[config.mk]
export PLATFORM = sky130hd
export DESIGN_NAME = pc_branch_sequencer_flat
export DESIGN_NICKNAME = d
export VERILOG_FILES = /design/src/rtl/pc_branch_sequencer_pkg.sv /design/src/rtl/pc_branch_sequencer_if.sv /design/src/rtl/pc_branch_sequencer_branch_decide.sv /design/src/rtl/pc_branch_sequencer.sv /design/src/flat_wrapper.sv
export SDC_FILE = /design/constraint.sdc
export NUM_CORES = 1
export LEC_CHECK = 0
export ABC_CLOCK_PERIOD_IN_PS = 1810
export BUFFER_PORTS_ARGS = -buffer_cell sky130_fd_sc_hd__buf_2
export CAP_MARGIN = 10
export CORE_UTILIZATION = 47
export DETAILED_ROUTE_END_ITERATION = 16
export PLACE_DENSITY = 0.77
export SLEW_MARGIN = 5
export SYNTH_ARGS = -nofsm -noshare
export SYNTH_HDL_FRONTEND = slang
export SYNTH_SLANG_ARGS = --single-unit
[constraint.sdc]
create_clock -name clk -period 1.81 [get_ports clk]
set_input_delay 0.4525 -clock clk [delete_from_list [all_inputs] [get_ports clk]]
set_output_delay 0.4525 -clock clk [all_outputs]
set_load 0.01 [all_outputs]
[src/rtl/pc_branch_sequencer_pkg.sv]
// Shared definitions for the PC branch sequencer: branch type encodings,
// sequencer state enum and the sequential PC increment.
package pc_branch_sequencer_pkg;

  typedef enum logic [1:0] {
    BR_BEQZ = 2'b00,  // taken when operand == 0
    BR_BNEZ = 2'b01,  // taken when operand != 0
    BR_JMP  = 2'b10,  // always taken
    BR_RSVD = 2'b11   // never taken, behaves as a no-op
  } br_type_e;

  typedef enum logic [0:0] {
    ST_RUN   = 1'b0,
    ST_FLUSH = 1'b1
  } seq_state_e;

  localparam logic [31:0] PC_STEP = 32'd4;

  // Width of the bubble-window counter; covers FLUSH_CYCLES up to 15.
  localparam int unsigned FLUSH_CNT_W = 4;

endpackage

[src/rtl/pc_branch_sequencer_if.sv]
// Branch-resolution / fetch-side bundle of the PC branch sequencer.
//   master : execute/fetch environment; drives stall and the resolved branch,
//            observes pc, pc_valid, flush, taken, align_err, taken_cnt.
//   slave  : the sequencer itself.
interface pc_branch_sequencer_if;
  import pc_branch_sequencer_pkg::*;

  logic        stall;
  logic        br_valid;
  br_type_e    br_type;
  logic        br_z;
  logic [31:0] br_target;

  logic [31:0] pc;
  logic        pc_valid;
  logic        flush;
  logic        taken;
  logic        align_err;
  logic [15:0] taken_cnt;

  modport master (
    output stall, br_valid, br_type, br_z, br_target,
    input  pc, pc_valid, flush, taken, align_err, taken_cnt
  );

  modport slave (
    input  stall, br_valid, br_type, br_z, br_target,
    output pc, pc_valid, flush, taken, align_err, taken_cnt
  );

endinterface

[src/rtl/pc_branch_sequencer_branch_decide.sv]
// Combinational branch condition evaluation.
//   br_valid : branch resolved this cycle
//   br_type  : BEQZ / BNEZ / JMP / reserved
//   br_z     : operand-is-zero flag
//   hit      : branch condition satisfied (state gating is done by the caller)
module pc_branch_sequencer_branch_decide
  import pc_branch_sequencer_pkg::*;
(
  input  logic     br_valid,
  input  br_type_e br_type,
  input  logic     br_z,
  output logic     hit
);

  logic cond;

  always_comb begin
    cond = 1'b0;
    unique case (br_type)
      BR_BEQZ: cond = br_z;
      BR_BNEZ: cond = ~br_z;
      BR_JMP:  cond = 1'b1;
      BR_RSVD: cond = 1'b0;
      default: cond = 1'b0;
    endcase
  end

  assign hit = br_valid & cond;

endmodule

[src/rtl/pc_branch_sequencer.sv]
// Program-counter sequencer: redirects the fetch PC on taken branches and
// holds flush high for a fixed bubble window to kill wrong-path instructions.
//   clk, rst : clock and synchronous active-high reset
//   bus      : slave side of pc_branch_sequencer_if
//              in : stall, br_valid, br_type, br_z, br_target
//              out: pc, pc_valid, flush, taken, align_err, taken_cnt (all registered)
module pc_branch_sequencer
  import pc_branch_sequencer_pkg::*;
#(
  parameter logic [31:0] RESET_PC     = 32'h0000_0000,
  parameter int unsigned FLUSH_CYCLES = 2
) (
  input logic                  clk,
  input logic                  rst,
  pc_branch_sequencer_if.slave bus
);

  localparam logic [FLUSH_CNT_W-1:0] FLUSH_LOAD = FLUSH_CNT_W'(FLUSH_CYCLES);

  seq_state_e             state_q;
  logic [31:0]            pc_q;
  logic                   pc_valid_q;
  logic                   flush_q;
  logic                   taken_q;
  logic                   align_err_q;
  logic [15:0]            taken_cnt_q;
  logic [FLUSH_CNT_W-1:0] flush_cnt_q;

  logic hit;
  logic take;

  pc_branch_sequencer_branch_decide u_branch_decide (
    .br_valid (bus.br_valid),
    .br_type  (bus.br_type),
    .br_z     (bus.br_z),
    .hit      (hit)
  );

  // Branches seen during the bubble window are on the wrong path.
  assign take = hit & (state_q == ST_RUN);

  always_ff @(posedge clk) begin
    if (rst) begin
      state_q     <= ST_RUN;
      pc_q        <= RESET_PC;
      pc_valid_q  <= 1'b0;
      flush_q     <= 1'b0;
      taken_q     <= 1'b0;
      align_err_q <= 1'b0;
      taken_cnt_q <= '0;
      flush_cnt_q <= '0;
    end else begin
      pc_valid_q  <= 1'b1;
      taken_q     <= 1'b0;
      align_err_q <= 1'b0;
      case (state_q)
        ST_RUN: begin
          if (take) begin
            // Redirect wins over stall; low bits are dropped, not trapped.
            pc_q        <= {bus.br_target[31:2], 2'b00};
            taken_q     <= 1'b1;
            align_err_q <= |bus.br_target[1:0];
            flush_cnt_q <= FLUSH_LOAD;
            flush_q     <= 1'b1;
            state_q     <= ST_FLUSH;
            if (taken_cnt_q != 16'hFFFF) taken_cnt_q <= taken_cnt_q + 16'd1;
          end else if (!bus.stall && pc_valid_q) begin
            // Hold on the first post-reset cycle so RESET_PC is actually requested.
            pc_q <= pc_q + PC_STEP;
          end
        end
        ST_FLUSH: begin
          if (!bus.stall) pc_q <= pc_q + PC_STEP;
          // Counter runs regardless of stall so the window length is fixed.
          if (flush_cnt_q <= FLUSH_CNT_W'(1)) begin
            flush_cnt_q <= '0;
            flush_q     <= 1'b0;
            state_q     <= ST_RUN;
          end else begin
            flush_cnt_q <= flush_cnt_q - FLUSH_CNT_W'(1);
          end
        end
        default: begin
          state_q <= ST_RUN;
          flush_q <= 1'b0;
        end
      endcase
    end
  end

  assign bus.pc        = pc_q;
  assign bus.pc_valid  = pc_valid_q;
  assign bus.flush     = flush_q;
  assign bus.taken     = taken_q;
  assign bus.align_err = align_err_q;
  assign bus.taken_cnt = taken_cnt_q;

endmodule

[src/flat_wrapper.sv]
// flat-port wrapper written by rule: the top's interface ports become plain ports
module pc_branch_sequencer_flat import pc_branch_sequencer_pkg::*;
#(
  parameter logic [31:0] RESET_PC     = 32'h0000_0000,
  parameter int unsigned FLUSH_CYCLES = 2
)
  (clk, rst, bus_stall, bus_br_valid, bus_br_type, bus_br_z, bus_br_target, bus_pc, bus_pc_valid, bus_flush, bus_taken, bus_align_err, bus_taken_cnt);
  pc_branch_sequencer_if bus_i ();
  input logic clk;
  input logic rst;
  input wire logic [$bits(bus_i.stall)-1:0] bus_stall;
  input wire logic [$bits(bus_i.br_valid)-1:0] bus_br_valid;
  input wire logic [$bits(bus_i.br_type)-1:0] bus_br_type;
  input wire logic [$bits(bus_i.br_z)-1:0] bus_br_z;
  input wire logic [$bits(bus_i.br_target)-1:0] bus_br_target;
  output wire logic [$bits(bus_i.pc)-1:0] bus_pc;
  output wire logic [$bits(bus_i.pc_valid)-1:0] bus_pc_valid;
  output wire logic [$bits(bus_i.flush)-1:0] bus_flush;
  output wire logic [$bits(bus_i.taken)-1:0] bus_taken;
  output wire logic [$bits(bus_i.align_err)-1:0] bus_align_err;
  output wire logic [$bits(bus_i.taken_cnt)-1:0] bus_taken_cnt;
  assign bus_i.stall = bus_stall;
  assign bus_i.br_valid = bus_br_valid;
  assign bus_i.br_type = bus_br_type;
  assign bus_i.br_z = bus_br_z;
  assign bus_i.br_target = bus_br_target;
  assign bus_pc = bus_i.pc;
  assign bus_pc_valid = bus_i.pc_valid;
  assign bus_flush = bus_i.flush;
  assign bus_taken = bus_i.taken;
  assign bus_align_err = bus_i.align_err;
  assign bus_taken_cnt = bus_i.taken_cnt;
  pc_branch_sequencer #(.RESET_PC(RESET_PC), .FLUSH_CYCLES(FLUSH_CYCLES)) u_core (.clk(clk), .rst(rst), .bus(bus_i));
endmodule
==> results of run 1 <==
path summary, 6_finish.rpt:
kind,cells after the start,slack [ns],end
setup / recovery,4,-0.10,u_core.bus.pc[25]
hold / removal,2,0.34,u_core.bus.align_err
setup reg to reg,4,-0.10,u_core.bus.pc[25]
hold reg to reg,2,0.48,u_core.flush_cnt_q[0]
sequential cells by signal, summed over array words and instances, names as in the netlist:
register / count
u_core.flush_cnt_q: 4
u_core.bus.align_err: 1
u_core.bus.taken_cnt: 16
u_core.bus.pc_valid: 1
u_core.bus.taken: 1
u_core.bus.flush: 1
u_core.state_q: 1
u_core.bus.pc: 30
layer usage:
layer,up-vias,track usage
met5,-,0
met4,0,0.0564
met3,26,0.0358
met2,160,0.487
met1,1758,0.353
li1,1722,-
power by group:
| part | switching [W] | leakage (nW) | internal [W] | total (W) |
|---|---|---|---|---|
| clock network | 0.000415 | 0.0515 | 0.000351 | 0.000765 |
| logic | 0.000329 | 1.34 | 0.000321 | 0.000650 |
| registers | 0.0000779 | 0.462 | 0.00129 | 0.00137 |
per-stage QoR:
| stage | util | TNS (ns) | hold slack (ns) | std cells | area (um^2) |
|---|---|---|---|---|---|
| 6_report | 0.715 | -0.256 | 0.344 | 606 | 4510 |
| 5_1_grt | 0.715 | -0.528 | 0.359 | 606 | 4510 |
| 4_1_cts | 0.687 | -0.106 | 0.336 | 597 | 4340 |
| 3_5_place_dp | 0.657 | -2.69 | 0.468 | 583 | 4150 |
| 3_3_place_gp | 0.657 | -1.49 | 0.454 | 583 | 4150 |
| 2_1_floorplan | - | -0.0308 | 0.460 | 368 | 3160 |
worst max-delay path: cells and delay by family (launching register included):
family / cells / cell delay [ns]
flip-flops: 1 / 0.37
AO/OA/AOI/OAI: 1 / 0.22
AND/OR/NAND/NOR: 3 / 1.24
cell usage in the layout, fill, tap and decap left out, types with 4 or more instances in the layout:
cell	synthesis	routed
mux2_2	7	7
and4_1	6	6
buf_4	2	82
dfxtp_4	0	6
xnor2_1	6	6
or4_1	12	7
nor4_1	5	4
nor2_1	23	23
nand4_1	10	10
clkbuf_8	0	7
o21ai_0	26	25
nand3_1	20	16
inv_1	9	9
nor2b_1	9	9
xor2_1	6	6
buf_2	5	88
a21oi_1	11	11
a31oi_1	14	14
dfxtp_2	0	20
or2_2	7	7
dfxtp_1	55	29
or4_4	1	6
a211oi_1	15	13
a41oi_1	4	4
o31ai_1	11	11
nand2_1	22	22
or3_1	9	7
repair_timing:
item / in CTS / in global routing
setup endpoints to repair: 10 / 24
pin swaps: 6 / 18
cloned: 0 / 1
resized for setup: 13 / 28
buffers inserted: 6 / 8
hold buffers: 0 / 0
cell type report:
class	count	area, um^2	area share
Multi-Input combinational cell	281	2000	0.443
Inverter	10	37.5	0.00832
Clock buffer	8	100	0.0222
Tap cell	77	96.3	0.0213
Sequential cell	55	1150	0.255
Timing Repair Buffer	175	1130	0.250
cell families (layout without fill, tap and decap cells):
group           Yosys count  after routing  share of synthesized area
compound gates          109            109                      0.242
xor+xnor                 12             12                     0.0342
fa+ha+maj                 4              4                     0.0163
buf+inv                  33            193                     0.0452
flops                    55             55                      0.358
mux                       8              8                     0.0289
other cells               1              2                    0.00122
simple gates            145            146                      0.274
==> impl_metrics.env, run 1 <==
export IMPL_status="finished, violations left"
export IMPL_violations="negative setup slack"
export IMPL_syn_inst=367
export IMPL_nNetsFinal=571
export IMPL_pre_cts_slack_ns=-0.276
export IMPL_synth_top_area_cell="dfxtp_1"
export IMPL_ys_seq_area_frac=0.358
export IMPL_wl_um=10100
export IMPL_cp_end_kind="flip-flop"
export IMPL_drive_gt1_frac=0.482
export IMPL_antenna_found_initial=0
export IMPL_powerDensity_nw_per_um2=618
export IMPL_synth_area_top_cells="dfxtp_1 36%, o21ai_0 4.2%, a211oi_1 3.7%"
export IMPL_grt_pass1_vias=3262
export IMPL_clock_sinks=55
export IMPL_synth_edff_count=0
export IMPL_finalHoldViolCount=0
export IMPL_critPathArrivalTime_ns=2.15
export IMPL_synth_top_cell_area_share=0.358
export IMPL_grt_pass1_wl_um=15500
export IMPL_place_congestion=0.883
export IMPL_cts_buffers=5
export IMPL_root_buffer="clkbuf_8"
export IMPL_dr_pass1_iters=5
export IMPL_drc=0
export IMPL_critPathSlowestCell="or4_4"
export IMPL_yosys_warnings=0
export IMPL_synth_common_cells="55 x dfxtp_1, 26 x o21ai_0, 23 x nor2_1"
export IMPL_worstReg2RegStart="u_core.bus.pc[12]"
export IMPL_crit_path_max_incr_delay_ns=0.53
export IMPL_leakage_nw=1.85
export IMPL_met2WireLength_um=5040
export IMPL_drt_iter0_drc=279
export IMPL_grt_max_degree=34
export IMPL_skew_ns=0.00678
export IMPL_synth_most_common_cell="dfxtp_1"
export IMPL_viasPerCell=6.05
export IMPL_clock_latency_ns=0.32
export IMPL_min_path_type="input port to flip-flop"
export IMPL_top_layer_used="met4"
export IMPL_critPathRequiredTime_ns=2.05
export IMPL_fillers=498
export IMPL_crit_path_cell_trace="nand4_1 -> or4_4 -> or4_1 -> a31oi_1"
export IMPL_fin_ws_ns=-0.102
export IMPL_synthArstFlopShare=0
export IMPL_grt_usage=0.273
export IMPL_grt_overflow_total=0
export IMPL_route_vias_total=3666
export IMPL_h_tree_depth=2
export IMPL_min_period_ns=1.91
export IMPL_port_buffers=88
export IMPL_max_cap_viol_count=0
export IMPL_area_delta_synth_final_pct=46.9
export IMPL_clk_path_buf_depth=2
export IMPL_n_antenna_cell=0
export IMPL_avgSynthCellArea_um2=8.37
export IMPL_die_w_um=82.9
export IMPL_timing_final_crit_share=1.06
export IMPL_met3WireLength_um=561
export IMPL_slew_headroom=0.612
export IMPL_ir_drop_mv=0.400
export IMPL_hpwl_um=6930
export IMPL_design_die_area_um2=6870
export IMPL_ys_flop_type="dfxtp_1"
export IMPL_setup_viol=5
export IMPL_met1_length_um=4320
export IMPL_synth_area_um2=3070
export IMPL_synth_cell_types=61
export IMPL_rows=29
export IMPL_start_util=0.487
export IMPL_core_um2=6310
export IMPL_crit_type="flip-flop to flip-flop"
export IMPL_crit_fanout=5
export IMPL_rsz0062_at_grt="true"
export IMPL_ios=91
export IMPL_final_max_slew_viol_count=0
export IMPL_clock_fmax_ghz=0.523
export IMPL_wire_per_inst_um=16.7
export IMPL_drtAntennaViolNets=0
export IMPL_tightest_slew_ns=0.577
export IMPL_start_kind="flip-flop"
export IMPL_hp_start="bus_br_target[0]"
export IMPL_startpoint="u_core.bus.pc[12]"
export IMPL_power_w=0.00279
export IMPL_dieHeight_um=82.9
export IMPL_cts_tree="built"
export IMPL_ys_ff_latch=55
export IMPL_path_clk_slew_ns=0.10
Note: power is estimated with default switching activity, not from simulation.
==> run 2, diff against run 1 <==
--- a/config.mk
+++ b/config.mk
@@ -11,6 +11,7 @@
 export CORE_UTILIZATION = 47
 export DETAILED_ROUTE_END_ITERATION = 16
 export PLACE_DENSITY = 0.77
+export SETUP_SLACK_MARGIN = 0.5
 export SLEW_MARGIN = 5
 export SYNTH_ARGS = -nofsm -noshare
 export SYNTH_HDL_FRONTEND = slang
==> run 2 against run 1 <==
Net effect:
- the run now fails in global routing (5_1_grt)
- synthesized area is the same
- synthesized cell count is the same
==> impl_metrics.env, run 2 <==
export IMPL_status="did not finish"
export IMPL_failing_step="global routing (5_1_grt)"
export IMPL_error="[ERROR GRT-0232] Routing congestion too high. Check the congestion heatmap in the GUI."
export IMPL_synth_mux_area_frac=0.0289
export IMPL_synth_compound_area_share=0.242
export IMPL_syn_inst=367
export IMPL_dieHeight_um=82.9
export IMPL_die_w_um=82.9
export IMPL_synth_area_um2=3070
export IMPL_synth_top_area_cell="dfxtp_1"
export IMPL_start_util=0.487
export IMPL_clock_sinks=55
export IMPL_synth_xor_area_frac=0.0342
export IMPL_ys_ff_latch=55
export IMPL_postGrtWorstEndpoint="u_core.bus.pc[26]$_SDFFE_PP0P_/D"
export IMPL_place_congestion=0.900
export IMPL_synth_common_cells="55 x dfxtp_1, 26 x o21ai_0, 23 x nor2_1"
export IMPL_synth_edff_count=0
export IMPL_port_buffers=88
export IMPL_ios=91
export IMPL_cts_hold_fix_buffers=0
export IMPL_synth_top_cell_area_share=0.358
export IMPL_ys_flop_type="dfxtp_1"
export IMPL_cts_buffers=5
export IMPL_synthArstFlopShare=0
export IMPL_synth_cell_types=61
export IMPL_grt_overflow_total=529
export IMPL_synth_area_top_cells="dfxtp_1 36%, o21ai_0 4.2%, a211oi_1 3.7%"
export IMPL_grt_usage=0.965
export IMPL_clk_path_buf_depth=2
export IMPL_h_tree_depth=2
export IMPL_root_buffer="clkbuf_8"
export IMPL_ys_seq_area_frac=0.358
export IMPL_yosys_warnings=0
export IMPL_synth_most_common_cell="dfxtp_1"
export IMPL_synth_simple_gate_area_frac=0.274
export IMPL_avgSynthCellArea_um2=8.37
export IMPL_rows=29
export IMPL_synth_fa_ha_area_frac=0.0163
export IMPL_synth_top_family_by_area="simple AND/OR/NAND/NOR gates"
export IMPL_hpwl_um=6960
export IMPL_worst_endpoint_pin_kind="sequential cell input"
export IMPL_grt_max_degree=30
[run 2: cell counts after synthesis]
Identical to the previous run, type by type.
[run 2: cells by family after synthesis]
kind of cell	after synthesis
muxes	8
adders and majority gates	4
DFF	55
buffers and inverters	33
other	1
xor gates and xnor gates	12
and+or+nand+nor	145
AOI/OAI and AO/OA	109
[run 2: routing by layer]
metal,global-route usage,GRT overflow
met5,0.0530,0
met4,1.15,165
met3,0.727,4
met2,1.22,357
met1,0.899,3
[run 2: per-stage QoR]
step | setup slack, ns | cells | TNS, ns | instance area (um^2)
after floorplan | 0.0278 | 368 | 0 | 3370
after global placement | -0.0992 | 572 | -0.623 | 4260
after detailed placement | -0.136 | 572 | -1.39 | 4260
after CTS | 0.0109 | 637 | 0 | 5470
[run 2: repair_timing]
item                       CTS
pin swaps                   61
setup endpoints to repair   94
hold endpoints to repair     0
buffers inserted            52
gates resized for setup    161
cloned                       5
==> run 3, diff against run 2 <==
--- a/config.mk
+++ b/config.mk
@@ -5,13 +5,12 @@
 export SDC_FILE = /design/constraint.sdc
 export NUM_CORES = 1
 export LEC_CHECK = 0
-export ABC_CLOCK_PERIOD_IN_PS = 1810
+export ABC_CLOCK_PERIOD_IN_PS = 2350
 export BUFFER_PORTS_ARGS = -buffer_cell sky130_fd_sc_hd__buf_2
 export CAP_MARGIN = 10
-export CORE_UTILIZATION = 47
+export CORE_UTILIZATION = 40
 export DETAILED_ROUTE_END_ITERATION = 16
-export PLACE_DENSITY = 0.77
-export SETUP_SLACK_MARGIN = 0.5
+export PLACE_DENSITY_LB_ADDON = 0.15
 export SLEW_MARGIN = 5
 export SYNTH_ARGS = -nofsm -noshare
 export SYNTH_HDL_FRONTEND = slang
==> constraint.sdc (replaced) <==
create_clock -name clk -period 2.35 [get_ports clk]
set_input_delay 0.5875 -clock clk [delete_from_list [all_inputs] [get_ports clk]]
set_output_delay 0.5875 -clock clk [all_outputs]
set_load 0.01 [all_outputs]
==> run 3 against run 2 <==
Net effect:
- the flow now finishes without violations
==> impl_metrics.env, run 3 (same netlist as run 1, synthesis figures left out) <==
export IMPL_nNetsFinal=499
export IMPL_clock_latency_ns=0.31
export IMPL_finalHoldViolCount=0
export IMPL_cts_hold_fix_buffers=0
export IMPL_antenna_found_initial=0
export IMPL_die_w_um=89.7
export IMPL_slew_headroom=0.628
export IMPL_drc=0
export IMPL_clock_sinks=55
export IMPL_largest_register_ffs=30
export IMPL_skew_ns=0.00888
export IMPL_cts_buffers=5
export IMPL_critPathArrivalTime_ns=2.31
export IMPL_route_vias_total=3167
export IMPL_clk_path_buf_depth=2
export IMPL_start_util=0.419
export IMPL_final_common_cell="buf_2"
export IMPL_ios=91
export IMPL_min_path_type="input port to flip-flop"
export IMPL_fin_ws_ns=0.282
export IMPL_n_antenna_cell=0
export IMPL_start_kind="flip-flop"
export IMPL_core_um2=7330
export IMPL_crit_type="flip-flop to flip-flop"
export IMPL_drtAntennaViolNets=0
export IMPL_mostFrequentLayoutCells="88 x buf_2, 55 x dfxtp_1, 26 x o21ai_0, 23 x nor2_1, 22 x nand2_1"
export IMPL_place_congestion=0.775
export IMPL_crit_fanout=6
export IMPL_pre_cts_slack_ns=0.183
export IMPL_design_die_area_um2=8040
export IMPL_cp_end_kind="flip-flop"
export IMPL_power_w=0.00207
export IMPL_crit_path_max_incr_delay_ns=0.52
export IMPL_setup_viol=0
export IMPL_drt_iter0_drc=146
export IMPL_final_max_slew_viol_count=0
export IMPL_port_buffers=88
export IMPL_grt_overflow_total=0
export IMPL_ctsResizeCount=0
export IMPL_path_delay_family="simple AND/OR/NAND/NOR gates"
export IMPL_status="completed"
export IMPL_critPathRequiredTime_ns=2.59
export IMPL_dieHeight_um=89.7
export IMPL_wire_per_inst_um=15.4
export IMPL_max_cap_viol_count=0
export IMPL_timing_final_crit_share=0.880
export IMPL_grt_pass1_vias=2897
export IMPL_leakage_nw=1.48
export IMPL_critPathSlowestCell="or4_1"
export IMPL_rows=31
export IMPL_wl_um=8550
export IMPL_h_tree_depth=2
export IMPL_tightest_slew_ns=0.553
export IMPL_ir_drop_mv=0.299
export IMPL_grt_max_degree=35
export IMPL_area_delta_synth_final_pct=23.3
export IMPL_dr_pass1_iters=5
export IMPL_postCtsSetupBuffers=0
export IMPL_cts_tree="built"
export IMPL_fin_tns_setup_ns=0
export IMPL_grt_pass1_wl_um=13700
export IMPL_drive_gt1_frac=0.300
export IMPL_powerDensity_nw_per_um2=546
export IMPL_path_buf_inv=0
export IMPL_min_period_ns=2.07
export IMPL_viasPerCell=5.70
export IMPL_root_buffer="clkbuf_8"
export IMPL_path_clk_slew_ns=0.10
export IMPL_rrSetupSlack_ns=0.28
export IMPL_rsz0062_at_grt="false"
export IMPL_clock_fmax_ghz=0.484
export IMPL_hpwl_um=6410
export IMPL_crit_path_cell_trace="ha_1 -> nand3_1 -> or3_1 -> or4_1 -> a31oi_1"
export IMPL_grt_usage=0.219
run 3: routing by layer:
metal,GRT usage,part of all wire,vias to the layer above
met5,0,0,-
met4,0.0519,0.0096,0
met3,0.0457,0.059,8
met2,0.368,0.47,85
met1,0.286,0.46,1494
li1,-,-,1580
run 3: where the power goes:
| group | switching, W | internal (W) |
|---|---|---|
| Clock | 0.000318 | 0.000346 |
| Sequential | 0.0000721 | 0.000990 |
| Combinational | 0.000189 | 0.000157 |
| Total | 0.000578 | 0.00149 |
run 3: path summary, 6_finish.rpt:
check             depth (start not counted)             start                    to
setup / recovery                          5  u_core.bus.pc[3]     u_core.bus.pc[24]
hold / removal                            2  bus_br_target[0]  u_core.bus.align_err
setup reg to reg                          5  u_core.bus.pc[3]     u_core.bus.pc[24]
hold reg to reg                           1  u_core.bus.flush      u_core.bus.flush
run 3: worst register-to-register path: stages (launching register included):
cell,delay [ns]
dfxtp_1,0.43
ha_1,0.26
nand3_1,0.19
or3_1,0.45
or4_1,0.53
a31oi_1,0.16
run 3: stage by stage:
step	hold slack, ns	instances	area, um^2	util
global placement	0.453	548	3670	0.501
floorplan	0.460	368	3080	-
global route	0.462	556	3790	0.517
detailed placement	0.458	548	3670	0.501
CTS	0.468	556	3790	0.517
finish	0.470	556	3790	0.517
run 3: area by class of cell:
class,count,area (um^2)
clock buffer,6,82.6
clock inverter,2,35.0
fill,728,3540
inverter,10,37.5
multi-input combinational,280,1840
sequential,55,1100
tap,99,124
timing repair buffer,104,573
